$ cat src/rtl/led_blink_pkg.sv
// Shared types and constants for the LED status-code blinker.
// Optional build macro LED_BLINK_ONESHOT_EN is consumed in led_blink_ctrl.sv.
package led_blink_pkg;

    typedef enum logic [1:0] {
        IDLE = 2'd0,
        ON   = 2'd1,
        OFF  = 2'd2,
        GAP  = 2'd3
    } state_t;

    localparam logic [27:0] DEF_FREQ      = 28'd25_000_000;
    localparam logic [7:0]  DEF_ON_TICKS  = 8'd16;
    localparam logic [7:0]  DEF_OFF_TICKS = 8'd16;
    localparam logic [7:0]  DEF_GAP_TICKS = 8'd64;

    // The tick period is FREQ >> TICK_SHIFT clock cycles (about 15.6 ms).
    localparam int TICK_SHIFT = 6;

    // A phase ends on the tick that completes its lim-th tick.
    function automatic logic phase_done(input logic       tick,
                                        input logic [7:0] ph,
                                        input logic [7:0] lim);
        return tick && (ph == (lim - 8'd1));
    endfunction

endpackage

$ cat src/rtl/led_tick_gen.sv
// Tick prescaler: one-cycle pulse every FREQ/64 clock cycles.
// The count restarts whenever clr is high.
module led_tick_gen
    import led_blink_pkg::*;
#(
    parameter logic [27:0] FREQ = DEF_FREQ
) (
    input  logic clk,
    input  logic rst_n,
    input  logic clr,
    output logic tick
);

    localparam logic [21:0] TICK_MAX = FREQ[27:TICK_SHIFT];

    logic [21:0] tick_cnt_r;

    assign tick = (tick_cnt_r == (TICK_MAX - 22'd1));

    // Tick counter, wraps on tick and restarts on clr.
    always_ff @(posedge clk) begin
        if (!rst_n) begin
            tick_cnt_r <= 22'd0;
        end else if (clr || tick) begin
            tick_cnt_r <= 22'd0;
        end else begin
            tick_cnt_r <= tick_cnt_r + 22'd1;
        end
    end

endmodule

$ cat src/rtl/led_blink_ctrl.sv
// LED status-code driver: N blinks then a dark gap, repeated per round.
// Define LED_BLINK_ONESHOT_EN to play each loaded code for a single round.
module led_blink_ctrl
    import led_blink_pkg::*;
#(
    parameter logic [27:0] FREQ      = DEF_FREQ,
    parameter logic [7:0]  ON_TICKS  = DEF_ON_TICKS,
    parameter logic [7:0]  OFF_TICKS = DEF_OFF_TICKS,
    parameter logic [7:0]  GAP_TICKS = DEF_GAP_TICKS
) (
    input  logic       clk,
    input  logic       rst_n,
    input  logic [3:0] code_in,
    input  logic       code_vld,
    output logic       led_out,
    output logic       busy
);

    state_t     state_r, state_nxt_s;
    logic [3:0] cur_code_r, cur_code_nxt_s;
    logic [3:0] blk_cnt_r, blk_cnt_nxt_s;
    logic [3:0] pend_code_r, pend_code_nxt_s;
    logic       pend_vld_r, pend_vld_nxt_s;
    logic [3:0] new_code_s;
    logic [7:0] ph_cnt_r;
    logic       tick_s;
    logic       clr_s;

    // Tick phase restarts on every state entry and is parked while idle.
    assign clr_s = (state_r == IDLE) || (state_nxt_s != state_r);

    led_tick_gen #(.FREQ(FREQ)) u_tick (
        .clk   (clk),
        .rst_n (rst_n),
        .clr   (clr_s),
        .tick  (tick_s)
    );

    // Same-cycle load at round end takes priority over an older pending code.
    assign new_code_s = code_vld ? code_in : pend_code_r;

    // Next-state and round bookkeeping.
    always_comb begin
        state_nxt_s     = state_r;
        cur_code_nxt_s  = cur_code_r;
        blk_cnt_nxt_s   = blk_cnt_r;
        pend_code_nxt_s = pend_code_r;
        pend_vld_nxt_s  = pend_vld_r;

        if ((state_r != IDLE) && code_vld) begin
            pend_code_nxt_s = code_in;
            pend_vld_nxt_s  = 1'b1;
        end else begin
            pend_vld_nxt_s  = pend_vld_r;
        end

        case (state_r)
            IDLE: begin
                if (code_vld && (code_in != 4'd0)) begin
                    cur_code_nxt_s = code_in;
                    blk_cnt_nxt_s  = 4'd0;
                    state_nxt_s    = ON;
                end else begin
                    state_nxt_s    = IDLE;
                end
            end
            ON: begin
                if (phase_done(tick_s, ph_cnt_r, ON_TICKS)) begin
                    blk_cnt_nxt_s = blk_cnt_r + 4'd1;
                    state_nxt_s   = OFF;
                end else begin
                    state_nxt_s   = ON;
                end
            end
            OFF: begin
                if (phase_done(tick_s, ph_cnt_r, OFF_TICKS)) begin
                    state_nxt_s = (blk_cnt_r < cur_code_r) ? ON : GAP;
                end else begin
                    state_nxt_s = OFF;
                end
            end
            GAP: begin
                if (phase_done(tick_s, ph_cnt_r, GAP_TICKS)) begin
                    pend_vld_nxt_s = 1'b0;
                    if (code_vld || pend_vld_r) begin
                        cur_code_nxt_s = new_code_s;
                        blk_cnt_nxt_s  = 4'd0;
                        state_nxt_s    = (new_code_s == 4'd0) ? IDLE : ON;
                    end else begin
`ifdef LED_BLINK_ONESHOT_EN
                        state_nxt_s    = IDLE;
`else
                        blk_cnt_nxt_s  = 4'd0;
                        state_nxt_s    = ON;
`endif
                    end
                end else begin
                    state_nxt_s = GAP;
                end
            end
            default: begin
                state_nxt_s = IDLE;
            end
        endcase
    end

    // State, round registers and registered LED/busy outputs.
    always_ff @(posedge clk) begin
        if (!rst_n) begin
            state_r     <= IDLE;
            cur_code_r  <= 4'd0;
            blk_cnt_r   <= 4'd0;
            pend_code_r <= 4'd0;
            pend_vld_r  <= 1'b0;
            led_out     <= 1'b0;
            busy        <= 1'b0;
        end else begin
            state_r     <= state_nxt_s;
            cur_code_r  <= cur_code_nxt_s;
            blk_cnt_r   <= blk_cnt_nxt_s;
            pend_code_r <= pend_code_nxt_s;
            pend_vld_r  <= pend_vld_nxt_s;
            led_out     <= (state_nxt_s == ON);
            busy        <= (state_nxt_s != IDLE);
        end
    end

    // Ticks elapsed within the current state.
    always_ff @(posedge clk) begin
        if (!rst_n) begin
            ph_cnt_r <= 8'd0;
        end else if (state_nxt_s != state_r) begin
            ph_cnt_r <= 8'd0;
        end else if (tick_s && (state_r != IDLE)) begin
            ph_cnt_r <= ph_cnt_r + 8'd1;
        end else begin
            ph_cnt_r <= ph_cnt_r;
        end
    end

endmodule

$ cat config.mk
export PLATFORM = sky130hd
export DESIGN_NAME = led_blink_ctrl
export DESIGN_NICKNAME = d
export VERILOG_FILES = /design/src/rtl/led_blink_pkg.sv /design/src/rtl/led_tick_gen.sv /design/src/rtl/led_blink_ctrl.sv
export SDC_FILE = /design/constraint.sdc
export NUM_CORES = 1
export LEC_CHECK = 0
export ABC_CLOCK_PERIOD_IN_PS = 8710
export BUFFER_PORTS_ARGS = -buffer_cell sky130_fd_sc_hd__clkbuf_2
export CAP_MARGIN = 20
export CORE_ASPECT_RATIO = 0.5
export CORE_MARGIN = 10
export CORE_UTILIZATION = 40
export CTS_CLUSTER_DIAMETER = 80
export DETAILED_ROUTE_END_ITERATION = 16
export GPL_TIMING_DRIVEN = 0
export HOLD_SLACK_MARGIN = 0.06
export PLACE_DENSITY = 0.64
export SKIP_CTS_REPAIR_TIMING = 1
export SLEW_MARGIN = 5
export SYNTH_ARGS = -nofsm -noshare
export SYNTH_HDL_FRONTEND = slang
export SYNTH_HIERARCHICAL = 1
export SYNTH_SLANG_ARGS = --single-unit
$ cat constraint.sdc
create_clock -name clk -period 8.71 [get_ports clk]
set_input_delay 0.4355 -clock clk [delete_from_list [all_inputs] [get_ports clk]]
set_output_delay 0.4355 -clock clk [all_outputs]
set_load 0.005 [all_outputs]
* Word-level counts from Yosys, hierarchy flattened
Index checks and enable logic that the tools add are counted.
** Cells by class
- Add/sub/neg operators :: 3
- $lt $le $gt $ge :: 1
- Equal/unequal tests :: 12
- Muxes and demuxes :: 20
- Bitwise operators :: 1
- Reduce and logical (&&, ||, !) cells :: 19
** Operator list (count)
- $mux 4 :: 7
- $add 22x1->22 const B :: 1
- $eq 22x19->1 const B :: 1
- $pmux 4 s3 :: 1
- $add 8x1->8 const B :: 1
- $eq 8x4->1 const B :: 1
- $eq 8x6->1 const B :: 1
- $mux 2 :: 4
- $pmux 2 s4 :: 1
- $pmux 4 s2 :: 1
- $reduce_and 4->1 :: 2
- $mux 1 :: 6
- $ne 2x2->1 const B :: 3
- $reduce_bool 2->1 :: 3
- $logic_and 1x1->1 :: 5
- $add 4x1->4 const B :: 1
- $eq 2x1->1 const B :: 2
- $eq 2x2->1 const B :: 2
- $logic_not 4->1 :: 1
- $lt 4x4->1 :: 1
- $reduce_bool 4->1 :: 1
- $reduce_or 2->1 :: 2
- $logic_or 1x1->1 :: 3
- $reduce_bool 3->1 :: 1
- 4 further kinds :: 4
** Storage, ports and cells
- Register bits after elaboration :: 47
- Input bits :: 7
- Output and inout port bits :: 2
- Word-level logic and storage cells :: 65

* Longest topological paths before layout
Gate-level depths: netlist of the first run.
- Depth in word-level cells :: 10
- Mapped depth :: 10
- Gate-level depth less buffers :: 9

* Hierarchy
The synthesis of the first run kept the hierarchy.
** By module, submodules not included
- led_blink_ctrl :: instances 1, cells each 159, area each 1407.6 um^2, seq. area each 500.5 um^2
- led_tick_gen :: instances 1, cells each 124, area each 1073.5 um^2, seq. area each 440.4 um^2

* Worst setup path after synthesis of the first run
OpenSTA, ideal clock, no wires.
- Kind :: register -> register
- Start :: register u_tick.tick_cnt_r[0]
- End :: register ph_cnt_r[0]
- Setup time :: 0.143 ns
- Arrival :: 2.659 ns
- Required time :: 8.567 ns
- Slack :: 5.908 ns
- Stages on the path, launching flop included :: 10
- Path buffers :: 0
- Clock period less this slack :: 2.802 ns
- Cells stage by stage :: dfxtp_1 inv_1 ha_1 or4b_1 nor4_1 nand4bb_4 nor3_1 nand3_1 a2bb2oi_1 nor3_1
** Between the ends
- Cells in the longest elaborated chain, start to end :: 6
- Elaborated cells between the ends (all ways) :: 10
- Those cells by class :: eq/ne: 2; mux: 4; reduce/logical: 4
** Ends and longest elaborated chain
- start, declared :: RTL line led_tick_gen.sv:16 : logic [21:0] tick_cnt_r;
- start signal, assigned :: RTL line led_tick_gen.sv:27 : tick_cnt_r <= tick_cnt_r + 22'd1;
- $eq 22x19->1 (*) :: RTL line led_tick_gen.sv:18 : assign tick = (tick_cnt_r == (TICK_MAX - 22'd1));
- named net tick_s :: RTL line led_blink_ctrl.sv:26 : logic tick_s;
- $logic_and 1x1->1 :: RTL line led_blink_pkg.sv:24 : return tick && (ph == (lim - 8'd1));
- $mux 2, on equally long branches :: RTL line led_blink_ctrl.sv:83, led_blink_ctrl.sv:68, led_blink_ctrl.sv:76
- $pmux 2 s4 :: RTL line led_blink_ctrl.sv:57 : case (state_r)
- $ne 2x2->1 :: RTL line led_blink_ctrl.sv:132 : end else if (state_nxt_s != state_r) begin
- $reduce_or 2->1 (no source line)
- end signal, assigned :: RTL line led_blink_ctrl.sv:135 : ph_cnt_r <= ph_cnt_r + 8'd1;
- end signal, assigned :: RTL line led_blink_ctrl.sv:137 : ph_cnt_r <= ph_cnt_r;
- end, declared :: RTL line led_blink_ctrl.sv:25 : logic [7:0] ph_cnt_r;
Mark *: on every way through the listed nets, which the timed path passes. The rest lies on a longest branch.
A chain may end at the register's enable or synchronous reset.

* Worst setup path after layout of the first run
- Start :: register u_tick.tick_cnt_r[0]
- End :: register ph_cnt_r[3]
Same word-level chain as after synthesis.

==> metrics.log, run 1 <==
[metrics] Post-Synthesis Mean Instance Area: 8.77 sq um
[metrics] reported max-cap violation count: 0
[metrics] top cell type's share of synthesized area: 37.9%
[metrics] XOR/XNOR share of the synthesized area: 7.41%
[metrics] launch instance of the worst register-to-register path: u_tick/tick_cnt_r[0]$_SDFF_PP0_
[metrics] ports placed on the boundary: 9
[metrics] relative contribution of the clock network to total power: 49.1%
[metrics] drt via density: 5.28
[metrics] initial antenna violation count: 0
[metrics] status: completed
[metrics] vias in the first global route: 1936
[metrics] final RePlAce weighted congestion: 0.867
[metrics] number of nets with antenna violations after routing: 0
[metrics] depth of the worst register-to-register path: 9
[metrics] register bit count reported by yosys: 47
[metrics] clock network latency to the later pin of the worst-skew pair: 0.29 ns
[metrics] area growth from synthesis to final layout: 13.7%
[metrics] destination of the worst register-to-register timing path: ph_cnt_r[3]$_SDFFE_PP0P_
[metrics] sum of routed wire length over all layers: 5170 um
[metrics] Worst setup EP type: flip-flop
[metrics] count of mapped cells out of synthesis: 283
[metrics] number of H-tree levels: 2
[metrics] die area: 0.00994 sq mm
[metrics] total chip power: 0.498 mW
[metrics] total core area: 0.00603 sq mm
[metrics] initial cell density of the core: 41.1%
[metrics] setup violation total in the final timing report: 0
[metrics] vertical extent of the die: 75.7 um
[metrics] switching power: 0.102 mW
[metrics] TritonCTS clock tree: yes
[metrics] port buffer count: 8
[metrics] maximum number of pins on one net before global-route repair: 15
[metrics] compound-cell area share of the yosys netlist: 12.8%
[metrics] mapped cell area: 0.00248 sq mm
[metrics] count of buffer and inverter cells on the critical path: 1
[metrics] worst-case vdd ir drop: 86.8 uV
[metrics] mean routed wirelength per cell: 13.4 um
[metrics] Tmin final: 3.43 ns
[metrics] cell seen most often among critical-path stages: sky130_fd_sc_hd__nor3_1
[metrics] static leakage: 0.929 nW
[metrics] drt pass-1 iters: 4
[metrics] combinational family with the most area after synthesis: simple AND/OR/NAND/NOR gates
[metrics] main flop type after synthesis: sky130_fd_sc_hd__dfxtp_1
[metrics] Tcrit/Tclk final: 39.4%
[metrics] CP delay by family, top: simple AND/OR/NAND/NOR gates
[metrics] row count: 20
[metrics] Worst-path clk slew: 0.06 ns
[metrics] residual overflow from global routing: 0
[metrics] setup TNS: 0 ns
[metrics] EDFF count, synth: 0
[metrics] basic-gate share of the synthesized area counting and, or, nand and nor cells: 29.8%
[metrics] Power Density: 177 mW/mm^2
[metrics] worst min-delay path category: in2reg
[metrics] horizontal extent of the die: 131 um
[metrics] setup repair after global routing missed its margin: no
[metrics] GRT Total Usage: 10.5%
[metrics] Fin Clk Skew: 0.00500 ns
[metrics] startpoint class of the critical path: flip-flop
[metrics] number of vias in the routed layout: 2044
[metrics] Syn Nets: 297
[metrics] fraction of final layout cells with drive strength greater than 1: 12.4%
[metrics] worst-case hold slack: 0.435 ns
[metrics] Worst path depth: 9
[metrics] sequential-to-total area share from yosys stat: 37.9%
[metrics] number of unique standard cell types used by synthesis: 56
[metrics] switching fraction of total power: 20.4%
[metrics] Critical Path Sink: ph_cnt_r[3]$_SDFFE_PP0P_
[metrics] leading cell types in the layout, fill and taps excluded: 47 x sky130_fd_sc_hd__dfxtp_1, 38 x sky130_fd_sc_hd__nor2_1, 17 x sky130_fd_sc_hd__nand2_1, 17 x sky130_fd_sc_hd__xnor2_1
[metrics] portion of total power attributed to sequential cells: 44.5%
[metrics] slew at the pin with the worst max-slew slack: 1.00 ns
[metrics] proportion of synthesized flip-flops having asynchronous set or reset: 0%
[metrics] buffer levels on the longest clock path: 2
[metrics] DRC violation count after routing: 0
[metrics] count of routing violations after the opening detailed-route iteration: 91
[metrics] launching instance or port of the critical path: u_tick/tick_cnt_r[0]$_SDFF_PP0_
[metrics] top fanout value on the critical path: 6
[metrics] Ant. Diodes: 0
[metrics] worst endpoint required time: 8.85 ns
[metrics] slowest cell on the critical path: sky130_fd_sc_hd__nor4_1
[metrics] leading area contributor after synthesis: sky130_fd_sc_hd__dfxtp_1
[metrics] combinational power share: 6.4%
[metrics] worst reg-to-reg setup slack: 5.28 ns
[metrics] final layout net count: 312
[metrics] final-report hold violation count: 0
[metrics] upper clock frequency limit: 0.291 GHz
[metrics] critical path start-end classification: reg2reg
[metrics] most frequent standard cell in the layout excluding fill and tap cells: sky130_fd_sc_hd__dfxtp_1
[metrics] internal portion of total power: 0.396 mW
[metrics] delay of the slowest critical-path stage: 0.84 ns
[metrics] Num Clock Sinks: 47
[metrics] mux share of post-synthesis cell area: 4.64%
[metrics] leading cell types by total area after synthesis: sky130_fd_sc_hd__dfxtp_1 38%, sky130_fd_sc_hd__xnor2_1 6.0%, sky130_fd_sc_hd__nor2_1 5.7%
[metrics] critical path cell sequence: inv_1 > ha_1 > or4b_1 > nor4_1 > nand4bb_4 > nor3_1 > nand3_1 > a2bb2oi_1 > nor3_1
[metrics] half-perimeter wire length after placement: 3840 um
[metrics] headroom to the max-slew limit: 32.5%
[metrics] count of final max-slew check failures: 0
[metrics] Worst Path Arrival: 3.57 ns
[metrics] wire length of the first global-routing pass: 8690 um
[metrics] warning count from the yosys run: 6
[metrics] clock buffers created by TritonCTS: 5
[metrics] adder-cell share of the synthesized area: 3.53%
[metrics] Clk Tree Root Cell: sky130_fd_sc_hd__clkbuf_16
-- area by class of cell --
class / instances / area, sq um
flip-flops and latches: 47 / 941
plain buffers: 9 / 45.0
inverters: 14 / 52.6
repair buffers: 8 / 40.0
clock buffers: 6 / 129
fillers: 595 / 3210
clock inverters: 2 / 60.1
multi-input cells: 213 / 1440
well taps: 88 / 110
-- power by group through the flow --
stage	registers (mW)	logic (mW)	clock network (mW)
finish	0.221	0.0319	0.245
global route	0.222	0.0354	0.260
CTS	0.221	0.0320	0.250
detailed placement	0.226	0.0318	0
global placement	0.226	0.0310	0
floorplan	0.226	0.0222	0
-- worst min-delay path by stage --
stage                               startpoint                         endpoint  cells past startpoint  slack (ns)
3_5_place_dp        cur_code_r[1]$_SDFFE_PN0P_       cur_code_r[1]$_SDFFE_PN0P_                      2        0.47
3_3_place_gp   u_tick/tick_cnt_r[0]$_SDFF_PP0_  u_tick/tick_cnt_r[0]$_SDFF_PP0_                      1        0.46
5_1_grt                             code_in[1]      pend_code_r[1]$_SDFFE_PN0P_                      3        0.46
4_1_cts                             code_in[2]      pend_code_r[2]$_SDFFE_PN0P_                      3        0.43
6_report                            code_in[2]      pend_code_r[2]$_SDFFE_PN0P_                      3        0.44
2_1_floorplan        blk_cnt_r[3]$_SDFFE_PN0P_        blk_cnt_r[3]$_SDFFE_PN0P_                      1        0.44
-- cell usage after synthesis, types with 5 or more instances --
master / n
sky130_fd_sc_hd__o21ai_0: 9
sky130_fd_sc_hd__a21oi_1: 5
sky130_fd_sc_hd__mux2i_1: 7
sky130_fd_sc_hd__nor3_1: 13
sky130_fd_sc_hd__inv_1: 14
sky130_fd_sc_hd__nand3_1: 13
sky130_fd_sc_hd__nor4_1: 14
sky130_fd_sc_hd__xnor2_1: 17
sky130_fd_sc_hd__dfxtp_1: 47
sky130_fd_sc_hd__ha_1: 7
sky130_fd_sc_hd__and2_1: 5
sky130_fd_sc_hd__nor2_1: 38
sky130_fd_sc_hd__nand2_1: 17
sky130_fd_sc_hd__nand4_1: 5
-- registers in the layout (all words and copies together) (netlist names) --
| signal | cells |
|---|---|
| blk_cnt_r | 4 |
| cur_code_r | 4 |
| led_out | 1 |
| u_tick/tick_cnt_r | 22 |
| pend_code_r | 4 |
| busy | 1 |
| ph_cnt_r | 8 |
| pend_vld_r | 1 |
| state_r | 2 |
-- kinds of logic after synthesis --
group | Yosys count
adders and majority gates | 7
muxes | 11
buffers and inverters | 23
DFF | 47
AOI/OAI and AO/OA | 42
and+or+nand+nor | 132
xor gates and xnor gates | 21
-- metal layers --
metal	vias up	track usage, %	routed length (um)
met5	-	0	0
met4	0	6.00	110
met3	12	3.22	168
met2	27	17.4	2330
met1	952	12.2	2560
li1	1053	-	-
-- metrics by stage --
stage / area [sq um] / cells / setup WS [ns] / util (%)
2_1_floorplan: 2480 / 283 / 5.91 / -
3_3_place_gp: 2630 / 379 / 5.35 / 43.6
3_5_place_dp: 2630 / 379 / 5.30 / 43.6
4_1_cts: 2820 / 387 / 5.28 / 46.8
5_1_grt: 2820 / 387 / 5.00 / 46.8
6_report: 2820 / 387 / 5.28 / 46.8
-- tightest hold or removal path, stage by stage --
cell and delay [ns]:
sky130_fd_sc_hd__clkbuf_2 0.11, sky130_fd_sc_hd__mux2i_1 0.07, sky130_fd_sc_hd__nor2_1 0.07
(Power assumes the default switching activity.)
==> inputs of run 2 (changes only) <==
--- a/config.mk
+++ b/config.mk
@@ -5,7 +5,7 @@
 export SDC_FILE = /design/constraint.sdc
 export NUM_CORES = 1
 export LEC_CHECK = 0
-export ABC_CLOCK_PERIOD_IN_PS = 8710
+export ABC_CLOCK_PERIOD_IN_PS = 3000
 export BUFFER_PORTS_ARGS = -buffer_cell sky130_fd_sc_hd__clkbuf_2
 export CAP_MARGIN = 20
 export CORE_ASPECT_RATIO = 0.5
@@ -15,7 +15,7 @@
 export DETAILED_ROUTE_END_ITERATION = 16
 export GPL_TIMING_DRIVEN = 0
 export HOLD_SLACK_MARGIN = 0.06
-export PLACE_DENSITY = 0.64
+export PLACE_DENSITY = 0.66
 export SKIP_CTS_REPAIR_TIMING = 1
 export SLEW_MARGIN = 5
 export SYNTH_ARGS = -nofsm -noshare
==> constraint.sdc (replaced) <==
create_clock -name clk -period 3 [get_ports clk]
set_input_delay 0.15 -clock clk [delete_from_list [all_inputs] [get_ports clk]]
set_output_delay 0.15 -clock clk [all_outputs]
set_load 0.005 [all_outputs]
==> run 2 against run 1 <==
Effect of this change:
- sequential cell count did not move
- sequential power grew to 2.9 times the previous value
- critical path depth did not move
- setup slack got worse by 5.1 ns
- non-clock buffer count stayed put
- clock power grew 130%
- highest routed layer unchanged
- largest power group is now sequential cells
- via count rose by 1.2%
- power grew to 2.6 times the previous value
==> metrics.log, run 2 (synthesis gave the netlist of run 1 again) <==
[metrics] status: completed
[metrics] drt pass-1 iters: 4 (unchanged)
[metrics] delay of the slowest critical-path stage: 0.50 ns (-0.34 ns)
[metrics] buffer levels on the longest clock path: 2 (unchanged)
[metrics] Ant. Diodes: 0 (unchanged)
[metrics] Non-Filler Cell Area, Final: 0.00281 sq mm (-0.40%)
[metrics] worst reg-to-reg setup slack: 0.18 ns (-5.10 ns)
[metrics] hold path startpoint: code_in[0]
[metrics] depth of the worst register-to-register path: 9 (unchanged)
[metrics] headroom to the max-slew limit: 46.3% (+14 points)
[metrics] GRT Total Usage: 10.2% (-0.24 points)
[metrics] TritonCTS clock tree: yes
[metrics] critical path cell sequence: and4_1 > clkbuf_1 > nand2_1 > nor4_4 > nand4bb_4 > nor3_1 > nand3_1 > a2bb2oi_2 > nor3_1
[metrics] final RePlAce weighted congestion: 0.897 (+3.5%)
[metrics] die area: 0.00994 sq mm (unchanged)
[metrics] worst endpoint required time: 3.14 ns (-5.71 ns)
[metrics] standard cell area after detailed placement: 0.00263 sq mm (unchanged)
[metrics] Worst-path clk slew: 0.07 ns (about the same)
[metrics] Power Density: 460 mW/mm^2 (+160%)
[metrics] sum of routed wire length over all layers: 5140 um (-0.62%)
[metrics] GRT Max-Usage Layer: met2
[metrics] total core area: 0.00603 sq mm (unchanged)
[metrics] reported max-cap violation count: 0 (unchanged)
[metrics] residual overflow from global routing: 0 (unchanged)
[metrics] row count: 20 (unchanged)
[metrics] count of final max-slew check failures: 0 (unchanged)
[metrics] flip-flop count of the largest register, all copies and words added: 22 (unchanged)
[metrics] ports placed on the boundary: 9 (unchanged)
[metrics] GRT met3 Usage: 2.76% (-0.46 points)
[metrics] most frequent standard cell in the layout excluding fill and tap cells: sky130_fd_sc_hd__dfxtp_1
[metrics] post-route core utilization: 46.6% (-0.19 points)
[metrics] largest registers: u_tick/tick_cnt_r (22), ph_cnt_r (8)
[metrics] setup violation total in the final timing report: 0 (unchanged)
[metrics] Tmin final: 2.82 ns (-0.608 ns)
[metrics] Num Clock Sinks: 47 (unchanged)
[metrics] Worst Path Arrival: 2.96 ns (-0.61 ns)
[metrics] slew at the pin with the worst max-slew slack: 0.798 ns (-0.206 ns)
[metrics] final layout net count: 312 (unchanged)
[metrics] leading cell types in the layout, fill and taps excluded: 47 x sky130_fd_sc_hd__dfxtp_1, 38 x sky130_fd_sc_hd__nor2_1, 17 x sky130_fd_sc_hd__nand2_1, 17 x sky130_fd_sc_hd__xnor2_1, 14 x sky130_fd_sc_hd__inv_1
[metrics] mean routed wirelength per cell: 13.3 um (-0.62%)
[metrics] static leakage: 0.911 nW (-1.9%)
[metrics] count of routing violations after the opening detailed-route iteration: 120 (+32%)
[metrics] Fin Clk Skew: 0.00709 ns (+0.00210 ns)
[metrics] worst-case hold path end point: pend_code_r[0]$_SDFFE_PN0P_
[metrics] horizontal extent of the die: 131 um (unchanged)
[metrics] number of nets with antenna violations after routing: 0 (unchanged)
[metrics] met2 routing resource usage after global routing: 18.4% (+1.1 points)
[metrics] total chip power: 1.29 mW (+160%)
[metrics] maximum number of pins on one net before global-route repair: 17 (+2)
[metrics] DRC violation count after routing: 0 (unchanged)
[metrics] fraction of final layout cells with drive strength greater than 1: 13.7% (+1.3 points)
[metrics] launch instance of the worst register-to-register path: u_tick/tick_cnt_r[13]$_SDFF_PP0_
[metrics] upper clock frequency limit: 0.354 GHz (+22%)
[metrics] setup repair after global routing missed its margin: yes
[metrics] number of vias in the routed layout: 2069 (+1.2%)
[metrics] number of H-tree levels: 2 (unchanged)
[metrics] worst-case vdd ir drop: 263 uV (+200%)
[metrics] final-report hold violation count: 0 (unchanged)
[metrics] destination of the worst register-to-register timing path: ph_cnt_r[3]$_SDFFE_PP0P_
[metrics] initial antenna violation count: 0 (unchanged)
[metrics] register containing the most flip-flops in the final layout: u_tick/tick_cnt_r
[metrics] half-perimeter wire length after placement: 3800 um (-1.1%)
[metrics] cell seen most often among critical-path stages: sky130_fd_sc_hd__nor3_1
[metrics] wire length of the first global-routing pass: 8640 um (-0.56%)
[metrics] drt via density: 5.35 (+1.2%)
[metrics] vias in the first global route: 1973 (+1.9%)
[metrics] met1 global-route usage: 12.0% (-0.21 points)
[metrics] top fanout value on the critical path: 6 (unchanged)
[metrics] port buffer count: 8 (unchanged)
[metrics] Worst setup EP type: flip-flop
[metrics] clock network latency to the later pin of the worst-skew pair: 0.29 ns (about the same)
[metrics] slowest cell on the critical path: sky130_fd_sc_hd__nor4_4
[metrics] startpoint class of the critical path: flip-flop
[metrics] clock buffers created by TritonCTS: 5 (unchanged)
[metrics] setup TNS: 0 ns (unchanged)
[metrics] critical path start-end classification: reg2reg
[metrics] area growth from synthesis to final layout: 13.2%
[metrics] Tcrit/Tclk final: 94.1% (+55 points)
[metrics] initial cell density of the core: 41.1% (unchanged)
[metrics] number of stages on the worst hold path: 3 (unchanged)
[metrics] worst min-delay path category: in2reg
[metrics] vertical extent of the die: 75.7 um (unchanged)
[metrics] worst-case hold slack: 0.153 ns (-0.283 ns)
[metrics] Clk Tree Root Cell: sky130_fd_sc_hd__clkbuf_16
run 2: cell count changes in the layout (fill, tap and decap cells not counted), sizes merged:
cell and change:
clkbuf -1, clkinvlp +1, bufinv -2, clkinv +2
run 2: report_power, final:
| group | switching [mW] | internal, mW | total, mW | leakage, nW |
|---|---|---|---|---|
| registers | 0.00617 | 0.636 | 0.643 | 0.381 |
| clock network | 0.244 | 0.312 | 0.555 | 0.0700 |
| logic | 0.0580 | 0.0369 | 0.0949 | 0.461 |
| total | 0.308 | 0.985 | 1.29 | 0.911 |
run 2: area by class of cell:
class                           instances  area [sq um]
Buffer                                  9          45.0
Clock buffer                            5           125
Clock inverter                          3          25.0
Fill cell                             577          3220
Inverter                               14          52.6
Multi-Input combinational cell        213          1470
Sequential cell                        47           941
Tap cell                               88           110
Timing Repair Buffer                    8          40.0
run 2: worst max-delay path by stage:
stage / from / to / slack [ns] / depth (start not counted)
after floorplan: u_tick/tick_cnt_r[0]$_SDFF_PP0_ / ph_cnt_r[0]$_SDFFE_PP0P_ / 0.20 / 9
after global placement: u_tick/tick_cnt_r[0]$_SDFF_PP0_ / led_out$_SDFF_PN0_ / -0.41 / 9
after detailed placement: u_tick/tick_cnt_r[0]$_SDFF_PP0_ / led_out$_SDFF_PN0_ / -0.50 / 9
after CTS: u_tick/tick_cnt_r[0]$_SDFF_PP0_ / led_out$_SDFF_PN0_ / -0.50 / 9
after global routing: u_tick/tick_cnt_r[13]$_SDFF_PP0_ / ph_cnt_r[3]$_SDFFE_PP0P_ / 0.004 / 9
final: u_tick/tick_cnt_r[13]$_SDFF_PP0_ / ph_cnt_r[3]$_SDFFE_PP0P_ / 0.18 / 9
run 2: metrics by stage:
stage,cells,setup slack (ns)
after detailed placement,379,-0.496
after floorplan,283,0.198
final,387,0.176
after CTS,387,-0.502
after global placement,379,-0.412
after global routing,387,0.00414
run 2: critical path, delay by kind of cell (launching register included):
family          cells  cell delay, ns
simple gates        7            1.72
flops               1            0.44
buf+inv             1            0.20
compound gates      1            0.31
run 2: per-layer routing:
metal / vias to the layer above / wire length (um) / part of all wire, %
li1: 1042 / - / -
met1: 993 / 2440 / 47
met2: 28 / 2490 / 49
met3: 6 / 163 / 3.2
met4: 0 / 43 / 0.84
met5: - / 0 / 0
==> inputs of run 3 (changes only) <==
--- a/config.mk
+++ b/config.mk
@@ -6,8 +6,7 @@
 export NUM_CORES = 1
 export LEC_CHECK = 0
 export ABC_CLOCK_PERIOD_IN_PS = 3000
-export BUFFER_PORTS_ARGS = -buffer_cell sky130_fd_sc_hd__clkbuf_2
-export CAP_MARGIN = 20
+export BUFFER_PORTS_ARGS = -buffer_cell sky130_fd_sc_hd__buf_2
 export CORE_ASPECT_RATIO = 0.5
 export CORE_MARGIN = 10
 export CORE_UTILIZATION = 40
==> run 3 against run 2 <==
Effect of this change:
- non-clock buffer count stayed put
- fmax down 0.17%
- first-iteration DRC count down 7.5%
- routed wire length fell by 2.2%
- register-to-register slack hardly changed
- count of clock-buffer cells in the layout unchanged
- setup slack worse by 0.0048 ns
- die area stayed put
- sequential power barely moved
- cell count stayed put
- clock skew hardly changed
- largest power group is now the clock network
==> metrics.log, run 3 (synthesis gave the netlist of run 1 again) <==
[metrics] ports placed on the boundary: 9 (unchanged)
[metrics] half-perimeter wire length after placement: 3800 um (about the same)
[metrics] wire length of the first global-routing pass: 8740 um (+1.2%)
[metrics] maximum number of pins on one net before global-route repair: 16 (-1)
[metrics] reported max-cap violation count: 0 (unchanged)
[metrics] drt pass-1 iters: 4 (unchanged)
[metrics] Num Clock Sinks: 47 (unchanged)
[metrics] Tcrit/Tclk final: 94.3% (+0.16 points)
[metrics] top fanout value on the critical path: 5 (-1)
[metrics] destination of the worst register-to-register timing path: busy$_SDFF_PN0_
[metrics] area growth from synthesis to final layout: 15.1%
[metrics] buffer levels on the longest clock path: 2 (unchanged)
[metrics] register containing the most flip-flops in the final layout: u_tick/tick_cnt_r
[metrics] status: completed
[metrics] slowest cell on the critical path: sky130_fd_sc_hd__or4b_1
[metrics] critical path cell sequence: inv_1 > ha_1 > or4b_1 > nor4_4 > and4bb_2 > nand2_1 > or3_1 > a32oi_1 > a21oi_1
[metrics] setup TNS: 0 ns (unchanged)
[metrics] vertical extent of the die: 75.7 um (unchanged)
[metrics] GRT Max-Usage Layer: met2
[metrics] Critical Path Sink: busy$_SDFF_PN0_
[metrics] worst min-delay path category: in2reg
[metrics] clock network latency to the later pin of the worst-skew pair: 0.29 ns (about the same)
[metrics] horizontal extent of the die: 131 um (unchanged)
[metrics] final layout net count: 312 (unchanged)
[metrics] number of nets with antenna violations after routing: 0 (unchanged)
[metrics] initial antenna violation count: 0 (unchanged)
[metrics] depth of the worst register-to-register path: 9 (unchanged)
[metrics] DRC violation count after routing: 0 (unchanged)
[metrics] launch instance of the worst register-to-register path: u_tick/tick_cnt_r[0]$_SDFF_PP0_
[metrics] startpoint class of the critical path: flip-flop
[metrics] sum of routed wire length over all layers: 5020 um (-2.2%)
[metrics] total chip power: 1.44 mW (+12%)
[metrics] vias in the first global route: 1968 (-0.25%)
[metrics] port buffer count: 8 (unchanged)
[metrics] most frequent standard cell in the layout excluding fill and tap cells: sky130_fd_sc_hd__dfxtp_1
[metrics] worst endpoint required time: 3.15 ns (about the same)
[metrics] Power Density: 506 mW/mm^2 (+9.9%)
[metrics] non-filler instance count after layout: 387 (unchanged)
[metrics] total core area: 0.00603 sq mm (unchanged)
[metrics] delay of the slowest critical-path stage: 0.51 ns (about the same)
[metrics] Ant. Diodes: 0 (unchanged)
[metrics] die area: 0.00994 sq mm (unchanged)
[metrics] static leakage: 0.931 nW (+2.1%)
[metrics] setup repair after global routing missed its margin: no
[metrics] met2 routing resource usage after global routing: 19.6% (+1.2 points)
[metrics] Fin Clk Skew: 0.00705 ns (-0.0000418 ns)
[metrics] Worst Path Arrival: 2.98 ns (+0.02 ns)
[metrics] upper clock frequency limit: 0.353 GHz (-0.17%)
[metrics] Worst-path clk slew: 0.06 ns (about the same)
[metrics] met1 global-route usage: 11.4% (-0.54 points)
[metrics] number of vias in the routed layout: 2040 (-1.4%)
[metrics] Worst setup EP type: flip-flop
[metrics] Worst path depth: 9 (unchanged)
[metrics] largest registers: u_tick/tick_cnt_r (22), ph_cnt_r (8)
[metrics] row count: 20 (unchanged)
[metrics] mean routed wirelength per cell: 13.0 um (-2.2%)
[metrics] total placed cells including tap cells: 379 (unchanged)
[metrics] drt via density: 5.27 (-1.4%)
[metrics] CP delay by family, top: simple AND/OR/NAND/NOR gates
[metrics] clock buffers created by TritonCTS: 5 (unchanged)
[metrics] worst-case vdd ir drop: 237 uV (-10%)
[metrics] headroom to the max-slew limit: 49.5% (+3.1 points)
[metrics] setup violation total in the final timing report: 0 (unchanged)
[metrics] final-report hold violation count: 0 (unchanged)
[metrics] post-route core utilization: 47.4% (+0.79 points)
[metrics] count of buffer and inverter cells on the critical path: 1 (unchanged)
[metrics] TritonCTS clock tree: yes
[metrics] initial cell density of the core: 41.1% (unchanged)
[metrics] fraction of final layout cells with drive strength greater than 1: 14.0% (+0.33 points)
[metrics] launching instance or port of the critical path: u_tick/tick_cnt_r[0]$_SDFF_PP0_
[metrics] Tmin final: 2.83 ns (+0.00476 ns)
[metrics] critical path start-end classification: reg2reg
[metrics] worst reg-to-reg setup slack: 0.17 ns (about the same)
[metrics] final RePlAce weighted congestion: 0.872 (-2.8%)
[metrics] GRT Total Usage: 10.5% (+0.24 points)
[metrics] residual overflow from global routing: 0 (unchanged)
[metrics] slew at the pin with the worst max-slew slack: 0.752 ns (-0.0461 ns)
[metrics] GRT met3 Usage: 3.16% (+0.39 points)
[metrics] count of final max-slew check failures: 0 (unchanged)
[metrics] flip-flop count of the largest register, all copies and words added: 22 (unchanged)
[metrics] leading cell types in the layout, fill and taps excluded: 47 x sky130_fd_sc_hd__dfxtp_1, 38 x sky130_fd_sc_hd__nor2_1, 17 x sky130_fd_sc_hd__nand2_1, 17 x sky130_fd_sc_hd__xnor2_1, 14 x sky130_fd_sc_hd__inv_1
[metrics] count of routing violations after the opening detailed-route iteration: 111 (-7.5%)
[metrics] Clk Tree Root Cell: sky130_fd_sc_hd__clkbuf_16
[metrics] number of H-tree levels: 2 (unchanged)
## run 3: cell count changes in the layout (fill, tap and decap cells not counted)
cell	before	now
sky130_fd_sc_hd__bufinv_16	0	2
sky130_fd_sc_hd__buf_2	3	11
sky130_fd_sc_hd__nor3_2	0	1
sky130_fd_sc_hd__nor3_1	13	12
sky130_fd_sc_hd__clkinv_4	2	0
sky130_fd_sc_hd__clkbuf_2	8	0
## run 3: worst min-delay path: stages
cell                      delay, ns
sky130_fd_sc_hd__buf_2         0.11
sky130_fd_sc_hd__mux2i_1       0.06
sky130_fd_sc_hd__nor2_1        0.07
## run 3: how the worst min path moves through the flow
| stage | startpoint | endpoint | cells after the start |
|---|---|---|---|
| floorplan | rst_n | state_r[0]$_SDFF_PN0_ | 1 |
| global route | code_in[0] | pend_code_r[0]$_SDFFE_PN0P_ | 3 |
| detailed placement | code_in[0] | pend_code_r[0]$_SDFFE_PN0P_ | 3 |
| finish | code_in[3] | pend_code_r[3]$_SDFFE_PN0P_ | 3 |
| CTS | code_in[3] | pend_code_r[3]$_SDFFE_PN0P_ | 3 |
| global placement | code_in[3] | pend_code_r[3]$_SDFFE_PN0P_ | 3 |
## run 3: power breakdown
| group | leakage (nW) | internal, mW | switching, mW | total, mW |
|---|---|---|---|---|
| logic | 0.460 | 0.0370 | 0.0572 | 0.0942 |
| clock network | 0.0900 | 0.477 | 0.231 | 0.708 |
| registers | 0.381 | 0.637 | 0.00595 | 0.643 |
## run 3: metrics by stage
stage | hold WS, ns | setup WS [ns] | instance area (sq um)
after global routing | 0.155 | 0.00896 | 2860
final | 0.144 | 0.171 | 2860
after CTS | 0.145 | -0.424 | 2820
after detailed placement | 0.442 | -0.408 | 2630
after global placement | 0.431 | -0.386 | 2630
after floorplan | 0.287 | 0.198 | 2480
## run 3: final cells by class
class	count	area, sq um
Buffer	9	45.0
Inverter	14	52.6
Timing Repair Buffer	8	40.0
Clock inverter	3	67.6
Multi-Input combinational cell	213	1480
Clock buffer	5	125
Fill cell	587	3170
Tap cell	88	110
Sequential cell	47	941
## run 3: metal layers
layer	vias to the layer above	wire length [um]
li1	1048	-
met1	964	2390
met2	24	2420
met3	4	165
met4	0	50
met5	-	0
